**src/rtl/store_size_unit_pkg.sv**
```systemverilog
// Shared definitions for the store size unit: store type codes, FSM state
// encodings, READ_LATENCY limits and the alignment rule.
package store_size_unit_pkg;

    typedef enum logic [1:0] {
        ST_SW  = 2'b00,
        ST_SH  = 2'b01,
        ST_SB  = 2'b10,
        ST_RSV = 2'b11
    } store_type_e;

    typedef enum logic [2:0] {
        S_IDLE  = 3'd0,
        S_READ  = 3'd1,
        S_WAIT  = 3'd2,
        S_WRITE = 3'd3,
        S_DONE  = 3'd4
    } state_e;

    localparam int READ_LATENCY_MIN = 1;
    localparam int READ_LATENCY_MAX = 4;

    // A word store needs addr[1:0] == 0, a halfword store needs addr[0] == 0.
    function automatic logic is_misaligned(input logic [1:0] st, input logic [1:0] lo);
        logic mis;
        case (st)
            ST_SW:   mis = (lo != 2'b00);
            ST_SH:   mis = lo[0];
            default: mis = 1'b0;
        endcase
        return mis;
    endfunction

endpackage

```
**src/rtl/store_lane_merge.sv**
```systemverilog
// Combinational lane merge: places the stored byte/halfword into the
// little-endian lane of the read word, or passes the full word for SW.
module store_lane_merge
    import store_size_unit_pkg::*;
(
    input  logic [31:0] rdata,
    input  logic [31:0] data,
    input  logic [1:0]  store_type,
    input  logic [1:0]  addr_lo,
    output logic [31:0] merged
);

    // Replace only the addressed lane; reserved codes leave the word untouched.
    always_comb begin
        merged = rdata;
        case (store_type)
            ST_SW: merged = data;
            ST_SH: begin
                if (addr_lo[1]) begin
                    merged[31:16] = data[15:0];
                end else begin
                    merged[15:0] = data[15:0];
                end
            end
            ST_SB: begin
                case (addr_lo)
                    2'd0:    merged[7:0]   = data[7:0];
                    2'd1:    merged[15:8]  = data[7:0];
                    2'd2:    merged[23:16] = data[7:0];
                    2'd3:    merged[31:24] = data[7:0];
                    default: merged = rdata;
                endcase
            end
            default: merged = rdata;
        endcase
    end

endmodule

```
**src/rtl/store_size_unit.sv**
```systemverilog
// Store size unit: writes SW/SH/SB stores into word-addressed memory.
// Word stores write directly; sub-word stores read, merge and write back.
// Optional build macro STORE_ALIGN_CHECK_EN: when defined, misaligned SW/SH
// requests skip memory access and pulse align_err together with done.
module store_size_unit
    import store_size_unit_pkg::*;
#(
    parameter int READ_LATENCY = 1
) (
    input  logic        clk,
    input  logic        reset_n,
    input  logic        start,
    input  logic [1:0]  store_type,
    input  logic [31:0] addr,
    input  logic [31:0] data_in,
    input  logic [31:0] mem_rdata,
    output logic [31:0] mem_addr,
    output logic        mem_rd,
    output logic        mem_wr,
    output logic [31:0] mem_wdata,
    output logic        busy,
    output logic        done,
    output logic        align_err
);

    // Final WAIT count value; the counter runs 0 .. READ_LATENCY-1.
    localparam logic [1:0] CNT_LAST = 2'(READ_LATENCY - 1);

    state_e      state_r;
    state_e      state_s;
    logic [1:0]  cnt_r;
    logic [1:0]  store_type_q;
    logic [31:0] addr_q;
    logic [31:0] data_in_q;
    logic [31:0] rdata_q;
    logic [31:0] merged_s;
    logic        misalign_s;
    logic        mem_rd_r;
    logic        mem_wr_r;
    logic        done_r;
    logic        busy_r;
    logic        align_err_r;

    // Alignment check on the live request, only meaningful in IDLE with start.
    always_comb begin
`ifdef STORE_ALIGN_CHECK_EN
        misalign_s = is_misaligned(store_type, addr[1:0]);
`else
        misalign_s = 1'b0;
`endif
    end

    // Next-state decode for the store sequence.
    always_comb begin
        state_s = state_r;
        case (state_r)
            S_IDLE: begin
                if (start) begin
                    if ((store_type == ST_RSV) || misalign_s) begin
                        state_s = S_DONE;
                    end else if (store_type == ST_SW) begin
                        state_s = S_WRITE;
                    end else begin
                        state_s = S_READ;
                    end
                end else begin
                    state_s = S_IDLE;
                end
            end
            S_READ:  state_s = S_WAIT;
            S_WAIT: begin
                if (cnt_r == CNT_LAST) begin
                    state_s = S_WRITE;
                end else begin
                    state_s = S_WAIT;
                end
            end
            S_WRITE: state_s = S_DONE;
            S_DONE:  state_s = S_IDLE;
            default: state_s = S_IDLE;
        endcase
    end

    // State register and registered strobes decoded from the next state.
    always_ff @(posedge clk or negedge reset_n) begin
        if (!reset_n) begin
            state_r     <= S_IDLE;
            mem_rd_r    <= 1'b0;
            mem_wr_r    <= 1'b0;
            done_r      <= 1'b0;
            busy_r      <= 1'b0;
            align_err_r <= 1'b0;
        end else begin
            state_r     <= state_s;
            mem_rd_r    <= (state_s == S_READ);
            mem_wr_r    <= (state_s == S_WRITE);
            done_r      <= (state_s == S_DONE);
            busy_r      <= (state_s != S_IDLE);
            align_err_r <= (state_r == S_IDLE) && start && misalign_s;
        end
    end

    // Request capture in IDLE, read-latency counter and read data capture.
    always_ff @(posedge clk or negedge reset_n) begin
        if (!reset_n) begin
            cnt_r        <= 2'd0;
            store_type_q <= 2'b00;
            addr_q       <= 32'h0000_0000;
            data_in_q    <= 32'h0000_0000;
            rdata_q      <= 32'h0000_0000;
        end else begin
            if ((state_r == S_IDLE) && start) begin
                store_type_q <= store_type;
                addr_q       <= addr;
                data_in_q    <= data_in;
            end
            if (state_r == S_WAIT) begin
                if (cnt_r == CNT_LAST) begin
                    cnt_r   <= 2'd0;
                    rdata_q <= mem_rdata;
                end else begin
                    cnt_r <= cnt_r + 2'd1;
                end
            end else begin
                cnt_r <= 2'd0;
            end
        end
    end

    store_lane_merge u_merge (
        .rdata      (rdata_q),
        .data       (data_in_q),
        .store_type (store_type_q),
        .addr_lo    (addr_q[1:0]),
        .merged     (merged_s)
    );

    assign mem_addr  = {addr_q[31:2], 2'b00};
    assign mem_wdata = mem_wr_r ? merged_s : 32'h0000_0000;
    assign mem_rd    = mem_rd_r;
    assign mem_wr    = mem_wr_r;
    assign done      = done_r;
    assign busy      = busy_r;
    assign align_err = align_err_r;

endmodule

```
**config.mk**
```make
export PLATFORM = sky130hd
export DESIGN_NAME = store_size_unit
export DESIGN_NICKNAME = d
export VERILOG_FILES = /design/src/rtl/store_size_unit_pkg.sv /design/src/rtl/store_lane_merge.sv /design/src/rtl/store_size_unit.sv
export SDC_FILE = /design/constraint.sdc
export NUM_CORES = 1
export LEC_CHECK = 0
export ABC_AREA = 1
export CAP_MARGIN = 10
export CORE_MARGIN = 5
export CORE_UTILIZATION = 50
export CTS_BUF_LIST = sky130_fd_sc_hd__clkbuf_4
export CTS_CLUSTER_SIZE = 24
export DETAILED_ROUTE_END_ITERATION = 7
export PLACE_DENSITY = 0.82
export SYNTH_ARGS = -nofsm -noshare
export SYNTH_HDL_FRONTEND = slang
export SYNTH_SLANG_ARGS = --single-unit
```
**constraint.sdc**
```tcl
create_clock -name clk -period 1.8 [get_ports clk]
set_input_delay 0.27 -clock clk [delete_from_list [all_inputs] [get_ports clk]]
set_output_delay 0.27 -clock clk [all_outputs]
set_load 0.05 [all_outputs]
```
==> summary.md, run 1 <==
| Metric | Value |
|---|---|
| Largest area contributor in the netlist | dfrtp_1 |
| Slew margin rel. | 0.656 |
| Finished Layout Cells | 1244 |
| Worst Skew | 0.00889 ns |
| Final Util | 0.727 |
| Max_cap viols | 0 |
| Minimum clock period | 2.31 ns |
| Fraction of layout cells with a size suffix above 1 | 0.187 |
| F_max | 433 MHz |
| Num CTS Buffers | 9 |
| Vias per cell | 5.39 |
| Vias in the first global route | 6504 |
| Number of port buffers | 166 |
| Synthesis-to-finish area growth | 44.2% |
| DIE AREA | 14900 µm² |
| Top cell type's share of synthesized area | 0.426 |
| Met3 capacity usage during global routing | 0.0812 |
| Lkg Pwr | 4.47 nW |
| Worst-Margin Slew | 0.518 ns |
| Final Max Tran Viols | 0 |
| Status | complete, but fails checks |
| Syn avg cell area | 6.76 µm² |
| Required time worst endpoint | 1.53 ns |
| Core area | 12500 µm² |
| Startpoint Class | register |
| # rows | 41 |
| CTS Root Cell | clkbuf_4 |
| Number of antenna violations at the first check in global routing | 0 |
| Global-route usage over all layers | 0.270 |
| Max clock buf depth | 2 |
| Worst Path Max Fanout | 8 |
| DRT antenna net count | 0 |
| Largest net degree at the start of global routing | 53 |
| Drt first pass iters | 5 |
| Register area share after synthesis | 0.426 |
| Ys Warns | 0 |
| Routed wire length | 20400 µm |
| Mapped Area | 6280 µm² |
| CTS clk-pin slew, worst paths | 0.16 ns |
| Total clock sinks | 107 |
| Worst EP arrival | 2.04 ns |
| Htree depth | 3 |
| Grt met2 use | 0.457 |
| Die W | 122 µm |
| Fin worst setup slack | -0.507 ns |
| Placed Cells | 1212 |
| DR iter-0 viols | 595 |
| Failing checks | negative setup slack |
| Worst-Skew Late Latency | 0.50 ns |
| Final Cycle Share | 1.28 |
| Synth top area cells | dfrtp_1 (43%), nand2_1 (18%), nor2_1 (8.6%) |
| Synth Register Bits | 107 |
| I/O pin total | 170 |
| Met1 Usage GRT | 0.322 |
| Post-DP HPWL | 13600 µm |
| Pwr dens | 1980 nW/µm² |
| RD Place Congestion | 0.883 |
| WL/cell | 16.4 µm |
| First-pass GRT wire length | 31600 µm |
| CP Capture Type | output pin |
| Reg-to-Reg Start | state_r[1] |
| Worst Setup SP | store_type_q[1] |
| Worst hold-check path type | input port to asynchronous set/reset pin |
| Final-stage net count | 1171 |
| RSZ-0062 raised after global routing | true |
| Critical path class | register to output pin |
| Busiest grt layer | met2 |
| Gr ovfl total | 0 |
| Die Y | 122 µm |
| # DRC | 0 |
| Synth unique cells | 20 |
| # setup viols final | 32 |
| Initial Util | 0.504 |
| Syn Inst Count | 930 |
| CTS tree | built |
| Final Hold Fails | 0 |
| Via Count | 6709 |
| Number of diodes | 0 |
| Hold WS | 0.250 ns |
| Peak VDD IR | 1100 µV |
[critical path, cell delays in order (launching register included)]
cell	delay, ns
dfrtp_2	0.49
inv_4	0.07
nor2_4	0.17
buf_6	0.15
buf_16	0.13
nand2_1	0.05
nor2_1	0.12
nor2_1	0.09
nor2_4	0.12
buf_12	0.15
[logic make-up (layout without fill, tap and decap cells)]
group	Yosys count	count (layout)	share of synthesized area
AO/OA/AOI/OAI	117	117	0.0938
buffers and inverters	156	296	0.126
flip-flops	107	107	0.426
other	1	3	0.000597
adder cells (fa/ha/maj)	2	2	0.00398
AND/OR/NAND/NOR	547	547	0.350
[per-stage QoR]
stage | total power [mW] | setup slack, ns | TNS (ns) | instance area (µm²)
finish | 17.9 | -0.507 | -13.29 | 9060
global route | 19.1 | -0.559 | -15.77 | 9060
CTS | 17.2 | -0.424 | -11.98 | 8880
detailed placement | 15.3 | 0.0260 | 0 | 8460
global placement | 15.1 | 0.0741 | 0 | 8460
floorplan | 12.0 | -0.0119 | -0.0119 | 6440
[timing repair]
action                                  in CTS  in global routing
pin swaps                                    6                  9
endpoints found under the setup margin      57                 32
hold buffers                                 1                  0
resized for setup                           85                 35
hold endpoints to repair                    28                  0
setup buffers                                7                  2
gates cloned                                 4                  3
[state kept, by name, indices dropped and copies added, names as in the netlist]
| signal | flops |
|---|---|
| addr_q | 32 |
| data_in_q | 32 |
| rdata_q | 32 |
| state_r | 3 |
| cnt_r | 2 |
| store_type_q | 2 |
| busy | 1 |
| done | 1 |
| mem_rd | 1 |
| mem_wr | 1 |
[cells in the final DEF (no fill, tap or decap), drive strengths merged]
cell | Yosys | routed
conb | 1 | 3
nor2 | 148 | 148
nand2 | 302 | 302
dfrtp | 107 | 107
dlygate4sd2 | 0 | 25
clkdlybuf4s50 | 0 | 99
inv | 70 | 71
dlygate4sd3 | 0 | 1
clkinv | 0 | 4
ha | 2 | 2
clkbuf | 23 | 11
o21ai | 41 | 41
bufinv | 0 | 1
buf | 63 | 84
nand3 | 97 | 97
a21oi | 76 | 76
[worst paths after layout]
kind,end,slack [ns],cells after the start
worst min register to register,addr_q[30],0.48,2
min in group clk,rdata_q[21],0.29,3
worst min-delay path,rdata_q[13],0.25,2
worst max register to register,addr_q[1],0.27,5
worst max-delay path,mem_wdata[9],-0.51,9
max in group asynchronous,addr_q[0],0.94,3
[cell type report]
class                           count  area, µm²
Inverter                           70        270
Clock inverter                      6       66.3
Sequential cell                   107       2680
Fill cell                         953       3400
Tap cell                          172        215
Multi-Input combinational cell    669       3160
Timing Repair Buffer              211       2600
Clock buffer                        9       67.6
[per-layer routing]
| layer | wire [µm] | part of all wire |
|---|---|---|
| met3 | 2280 | 0.11 |
| met1 | 7550 | 0.37 |
| met4 | 853 | 0.042 |
| met5 | 0 | 0 |
| met2 | 9690 | 0.48 |
[power by group]
| group | total [mW] | switching, mW | internal, mW |
|---|---|---|---|
| Sequential | 4.50 | 0.970 | 3.53 |
| Combinational | 12.1 | 7.68 | 4.47 |
| Clock | 1.25 | 0.832 | 0.422 |
| Total | 17.9 | 9.48 | 8.43 |
[Yosys cell counts]
cell type and instances:
nor2_2 2, conb_1 1, o21ai_0 31, nor2_4 2, nor2_1 144, nand2_1 300, dfrtp_1 107, buf_6 5
a21oi_1 76, buf_4 39, inv_1 65, inv_2 5, o21ai_2 1, nand2_2 2, nand3_1 97, buf_2 16
ha_1 2, clkbuf_1 23, o21ai_1 9, buf_1 3
No activity file was read; power rests on OpenSTA's default activity.
==> inputs of run 2 (changes only) <==
Settings changed: CORE_ASPECT_RATIO set to 0.7, PLACE_DENSITY 0.82 to 0.84, RECOVER_POWER set to 50, SYNTH_HIERARCHICAL set to 1.
==> summary.md, run 2 <==
| Metric | Value |
|---|---|
| Synth Register Bits | 107 (unchanged) |
| Startpoint Class | register |
| DR iter-0 viols | 634 (+6.6%) |
| Ys async rst share | 1.00 (unchanged) |
| Register area share after synthesis | 0.455 (+0.0291) |
| Count leader, synth | nand2_1 |
| CP max stage delay | 0.50 ns (about the same) |
| Worst Path Max Fanout | 8 (unchanged) |
| Drt first pass iters | 5 (unchanged) |
| CTS clk-pin slew, worst paths | 0.18 ns (+0.02 ns) |
| Syn Inst Count | 833 (-10%) |
| Final Max Tran Viols | 0 (unchanged) |
| Worst Setup SP | store_type_q[1] |
| RD Place Congestion | 0.972 (+10%) |
| Core area | 11600 µm² (-6.9%) |
| Worst-Skew Late Latency | 0.47 ns (-0.03 ns) |
| Reg-to-Reg Start | state_r[1] |
| Gr ovfl total | 0 (unchanged) |
| CP Capture Type | output pin |
| # DRC | 0 (unchanged) |
| CTS tree | built |
| Worst path slowest cell | dfrtp_2 |
| Worst Skew | 0.0180 ns (+0.00913 ns) |
| Num CTS Buffers | 9 (unchanged) |
| Total power | 15.5 mW (-14%) |
| Failing checks | negative setup slack |
| Vias in the first global route | 5694 (-12%) |
| Top cell by count, worst path | nand2_1 |
| Die Y | 101 µm (-17%) |
| Worst-Margin Slew | 1.40 ns (+0.877 ns) |
| Fill count | 888 (-6.8%) |
| Fin worst setup slack | -0.492 ns (+0.0152 ns) |
| R2R cell count | 4 (-1) |
| Pwr dens | 1840 nW/µm² (-6.9%) |
| Largest area contributor in the netlist | dfrtp_1 |
| Final Cycle Share | 1.27 (-0.00847) |
| Final Util | 0.724 (-0.00264) |
| Crit path cell chain | o21ai_1, buf_4, clkinvlp_4, nand2_1, nand3_2, nand2_1, inv_2, buf_12 |
| DIE AREA | 14100 µm² (-5.6%) |
| End of the critical path | mem_wdata[25] |
| Global-route usage over all layers | 0.256 (-0.0148) |
| Via Count | 5995 (-11%) |
| WL/cell | 16.1 µm (-1.8%) |
| Worst path depth | 8 (-1) |
| Synth top area cells | dfrtp_1 (46%), nand2_1 (26%), nand3_1 (10%) |
| Vias per cell | 5.24 (-2.8%) |
| I/O pin total | 170 (unchanged) |
| Most common cell after layout, fill and taps aside | nand2_1 |
| DP Area | 7900 µm² (-6.6%) |
| Cell area after layout | 8400 µm² (-7.3%) |
| Slew margin rel. | 0.0699 (-0.586) |
| Finished Layout Cells | 1144 (-8.0%) |
| Most frequent cells in the layout | nand2_1 (383), dfrtp_1 (103), nand3_1 (99), clkdlybuf4s50_1 (99), inv_2 (41) |
| Final-stage net count | 1084 (-7.4%) |
| Post-DP HPWL | 12900 µm (-4.6%) |
| Reg2Reg Setup Slack | 0.15 ns (-0.12 ns) |
| Dpl ws | -0.0114 ns (-0.0374 ns) |
| Peak VDD IR | 796 µV (-28%) |
| Worst hold-check path type | input port to register |
| Commonest cells post-synth | nand2_1 (412), nand3_1 (121), dfrtp_1 (107) |
| Required time worst endpoint | 1.53 ns (about the same) |
| F_max | 436 MHz (+0.66%) |
| Critical path buffers and inverters | 4 (unchanged) |
| Routed wire length | 18400 µm (-9.6%) |
| Minimum clock period | 2.29 ns (-0.0152 ns) |
| Mapped Area | 5880 µm² (-6.4%) |
| DRT antenna net count | 0 (unchanged) |
| First-pass GRT wire length | 29000 µm (-8.3%) |
| Number of antenna violations at the first check in global routing | 1 (+1) |
| Synth unique cells | 20 (unchanged) |
| Largest net degree at the start of global routing | 67 (+26%) |
| Htree depth | 3 (unchanged) |
| # rows | 33 (-20%) |
| Fraction of layout cells with a size suffix above 1 | 0.208 (+0.0213) |
| Crit Reg-Reg Endpoint | data_in_q[22] |
| Number of port buffers | 166 (unchanged) |
| Lkg Pwr | 4.49 nW (+0.56%) |
| RSZ-0062 raised after global routing | true |
| Critical path class | register to output pin |
| Top cell type's share of synthesized area | 0.455 (+0.0291) |
| Largest registers | addr_q: 32 flops, data_in_q: 32 flops, rdata_q: 32 flops |
| # setup viols final | 32 (unchanged) |
| Family with the most delay on the worst path | buffers and inverters |
| Max clock buf depth | 2 (unchanged) |
| Synthesis-to-finish area growth | 42.8% |
| CTS Root Cell | clkbuf_4 |
| Placed Cells | 1119 (-7.7%) |
| Die W | 140 µm (+14%) |
| Final Hold Fails | 0 (unchanged) |
| EDFF count, synth | 0 (unchanged) |
| Worst EP arrival | 2.02 ns (-0.02 ns) |
| Syn avg cell area | 7.06 µm² (+4.5%) |
| Status | complete, but fails checks |
| Ys Warns | 6 (+6) |
| Ys flop type | dfrtp_1 |
| Total clock sinks | 107 (unchanged) |
| Initial Util | 0.507 (+0.00290) |
| Max_cap viols | 0 (unchanged) |
## run 2: tightest hold or removal path, cell delays in order
cell             delay [ns]
clkdlybuf4s50_1        0.39
nand2_1                0.06
nand2_1                0.04
## run 2: layer usage
layer / part of all wire / global-route usage
met2: 0.45 / 0.390
met5: 0 / 0
met3: 0.11 / 0.0830
met1: 0.42 / 0.358
met4: 0.023 / 0.0596
## run 2: cells by family (layout without fill, tap and decap cells)
kind of cell,after synthesis,count (layout),synth area share
simple gates,555,555,0.388
buf+inv,155,306,0.137
flops,107,107,0.455
compound gates,13,13,0.0149
fa+ha+maj,2,2,0.00425
other cells,1,4,0.000637
## run 2: how the worst min path moves through the flow
stage | start | to | slack [ns] | cells past startpoint
after floorplan | reset_n | addr_q[0] | -0.03 | 0
after global placement | reset_n | rdata_q[12] | 0.20 | 1
after detailed placement | reset_n | rdata_q[12] | 0.20 | 1
after CTS | reset_n | rdata_q[12] | 0.21 | 2
after global routing | mem_rdata[10] | rdata_q[10] | 0.29 | 3
final | mem_rdata[10] | rdata_q[10] | 0.30 | 3
## run 2: per-stage QoR
step | TNS (ns) | hold WS (ns)
after detailed placement | -0.0177 | 0.201
after global routing | -24.29 | 0.289
after global placement | 0 | 0.201
after CTS | -11.58 | 0.206
after floorplan | 0 | -0.0256
final | -13.99 | 0.304
## run 2: cell type report
class | count | area (µm²) | share of cell area
clock buffer | 9 | 67.6 | 0.00804
antenna | 1 | 2.50 | 0.000298
sequential | 107 | 2680 | 0.319
multi-input combinational | 573 | 2690 | 0.321
clock inverter | 7 | 87.6 | 0.0104
inverter | 82 | 312 | 0.0371
tap | 157 | 196 | 0.0234
timing repair buffer | 208 | 2360 | 0.281
## run 2: where the power goes
group / internal (mW) / total, mW / switching (mW)
clock network: 0.450 / 1.29 / 0.845
logic: 3.42 / 9.60 / 6.18
registers: 3.52 / 4.57 / 1.05
## run 2: what timing repair did
item	CTS	global route
setup endpoints to repair	58	32
buffers inserted	4	2
cloned	1	0
pin swaps	15	14
hold buffers	1	0
hold endpoints to repair	22	0
gates resized for setup	99	55
==> inputs of run 3 (changes only) <==
Settings changed: MAX_ROUTING_LAYER set to met4.
==> summary.md, run 3 (synthesis results as in run 2) <==
| Metric | Value |
|---|---|
| Status | complete, but fails checks |
| Failing checks | negative setup slack |
| Finished Layout Cells | 1154 (+0.87%) |
| Most frequent cells in the layout | nand2_1 (395), nand3_1 (115), dfrtp_1 (103) |
| Vias in the first global route | 5450 (-4.3%) |
| Die Y | 101 µm (unchanged) |
| Global-route usage over all layers | 0.248 (-0.00804) |
| # rows | 33 (unchanged) |
| # DRC | 0 (unchanged) |
| CTS clk-pin slew, worst paths | 0.18 ns (about the same) |
| Total clock sinks | 107 (unchanged) |
| Placed Cells | 1121 (+0.18%) |
| DR iter-0 viols | 774 (+22%) |
| CTS tree | built |
| Max clock buf depth | 2 (unchanged) |
| Number of diodes | 0 (-1) |
| Sequential cell fraction of total power | 0.293 (-0.003) |
| # setup viols final | 32 (unchanged) |
| Worst Path Max Fanout | 5 (-3) |
| Final Cycle Share | 1.28 (+0.00534) |
| Worst EP arrival | 2.03 ns (about the same) |
| Final Max Tran Viols | 0 (unchanged) |
| Worst hold-check path type | input port to register |
| Via Count | 5990 (-0.083%) |
| Startpoint Class | register |
| Max_cap viols | 0 (unchanged) |
| Largest net degree at the start of global routing | 67 (unchanged) |
| Sw Share | 0.517 (-0.00484) |
| Die W | 140 µm (unchanged) |
| Post-DP HPWL | 12700 µm (-1.7%) |
| First-pass GRT wire length | 27400 µm (-5.4%) |
| Initial Util | 0.507 (unchanged) |
| End of the critical path | mem_wdata[16] |
| I/O pin total | 170 (unchanged) |
| RD Place Congestion | 0.963 (-0.89%) |
| Most common cell after layout, fill and taps aside | nand2_1 |
| DRT antenna net count | 0 (unchanged) |
| CP max stage delay | 0.49 ns (about the same) |
| Number of antenna violations at the first check in global routing | 0 (-1) |
| Critical path class | register to output pin |
| Worst Skew | 0.0180 ns (+0.00000840 ns) |
| Final-stage net count | 1095 (+1.0%) |
| Hold WS | 0.302 ns (-0.00209 ns) |
| Required time worst endpoint | 1.53 ns (about the same) |
| R2R cell count | 5 (+1) |
| Htree depth | 3 (unchanged) |
| Pwr dens | 1840 nW/µm² (+0.14%) |
| Cell Int Power | 7.39 mW (about the same) |
| Worst-Skew Late Latency | 0.47 ns (about the same) |
| RSZ-0062 raised after global routing | true |
| Fraction of layout cells with a size suffix above 1 | 0.189 (-0.0193) |
| Minimum clock period | 2.30 ns (+0.00961 ns) |
| WL/cell | 15.7 µm (-2.2%) |
| F_max | 434 MHz (-0.42%) |
| CTS Root Cell | clkbuf_4 |
| CP Capture Type | output pin |
| Routed wire length | 18200 µm (-1.3%) |
| Worst path slowest cell | dfrtp_2 |
| Worst Setup SP | store_type_q[0] |
| Reg2Reg Setup Slack | 0.23 ns (+0.08 ns) |
| Crit path cell chain | buf_4, nor2_4, nand2_2, nand2_4, nand2_1, nand3_1, nand2_1, inv_2, buf_12 |
| Crit Reg-Reg Endpoint | data_in_q[29] |
| Peak VDD IR | 696 µV (-13%) |
| Reg-to-Reg Start | state_r[1] |
| Largest registers | addr_q: 32 flops, data_in_q: 32 flops, rdata_q: 32 flops |
| Num CTS Buffers | 9 (unchanged) |
| Top cell by count, worst path | nand2_1 |
| DIE AREA | 14100 µm² (unchanged) |
| Final Hold Fails | 0 (unchanged) |
| Drt first pass iters | 6 (+1) |
| Vias per cell | 5.19 (-0.95%) |
| Number of port buffers | 166 (unchanged) |
| Psw | 7.92 mW (-1.9%) |
| Slew margin rel. | 0.486 (+0.416) |
| Clock power frac | 0.078 (-0.006) |
| Core area | 11600 µm² (unchanged) |
| Synthesis-to-finish area growth | 41.3% |
| Worst-Margin Slew | 0.771 ns (-0.624 ns) |
| Comb pwr share | 0.630 (+0.009) |
| Lkg Pwr | 4.46 nW (-0.82%) |
| Fin worst setup slack | -0.502 ns (-0.00961 ns) |
| Gr ovfl total | 0 (unchanged) |
==> run 3: through the flow <==
stage	utilization	instance area, µm²	TNS [ns]	total power, mW	setup slack (ns)
3_5_place_dp	0.681	7910	0	13.3	0.0123
6_report	0.716	8310	-13.73	15.3	-0.502
5_1_grt	0.716	8310	-17.10	16.3	-0.588
4_1_cts	0.701	8140	-12.28	14.6	-0.415
3_3_place_gp	0.681	7910	0	13.1	0.0729
2_1_floorplan	-	5890	0	10.5	0.0433
==> run 3: power by group through the flow <==
stage / clock network [mW] / registers (mW) / logic, mW
final: 1.19 / 4.48 / 9.64
after global placement: 0 / 4.44 / 8.69
after global routing: 1.30 / 4.59 / 10.4
after CTS: 1.22 / 4.44 / 8.94
after floorplan: 0 / 4.27 / 6.19
after detailed placement: 0 / 4.47 / 8.83
==> run 3: critical path, delay by kind of cell (launching register included) <==
family,cells,cell delay [ns]
buf+inv,3,0.37
simple gates,6,0.70
flops,1,0.49
==> run 3: per-layer routing <==
layer | GRT usage | vias to the layer above | part of all wire
li1 | - | 2826 | -
met1 | 0.355 | 2748 | 0.42
met2 | 0.358 | 354 | 0.44
met3 | 0.0612 | 62 | 0.11
met4 | 0.0558 | 0 | 0.026
met5 | - | - | 0
==> run 3: area by class of cell <==
class | instances | area [µm²]
Sequential cell | 107 | 2680
Clock inverter | 6 | 61.3
Tap cell | 157 | 196
Multi-Input combinational cell | 573 | 2510
Timing Repair Buffer | 219 | 2460
Fill cell | 884 | 3290
Inverter | 82 | 319
Clock buffer | 10 | 75.1
==> run 3: worst min-delay path by stage <==
stage                        startpoint           to  slack, ns  cells past startpoint
after floorplan                 reset_n    addr_q[0]      -0.03                      0
after global placement          reset_n  rdata_q[11]       0.24                      1
after detailed placement        reset_n  rdata_q[15]       0.24                      1
after CTS                       reset_n  rdata_q[15]       0.24                      2
after global routing      mem_rdata[10]  rdata_q[10]       0.30                      3
final                     mem_rdata[12]  rdata_q[12]       0.30                      3
==> run 3: repair_timing <==
| item | CTS | global route |
|---|---|---|
| hold buffers | 1 | 0 |
| setup endpoints to repair | 56 | 32 |
| pin swaps | 9 | 25 |
| endpoints found under the hold margin | 26 | 0 |
| cloned | 2 | 4 |
| setup buffers | 4 | 7 |
| gates resized for setup | 68 | 52 |
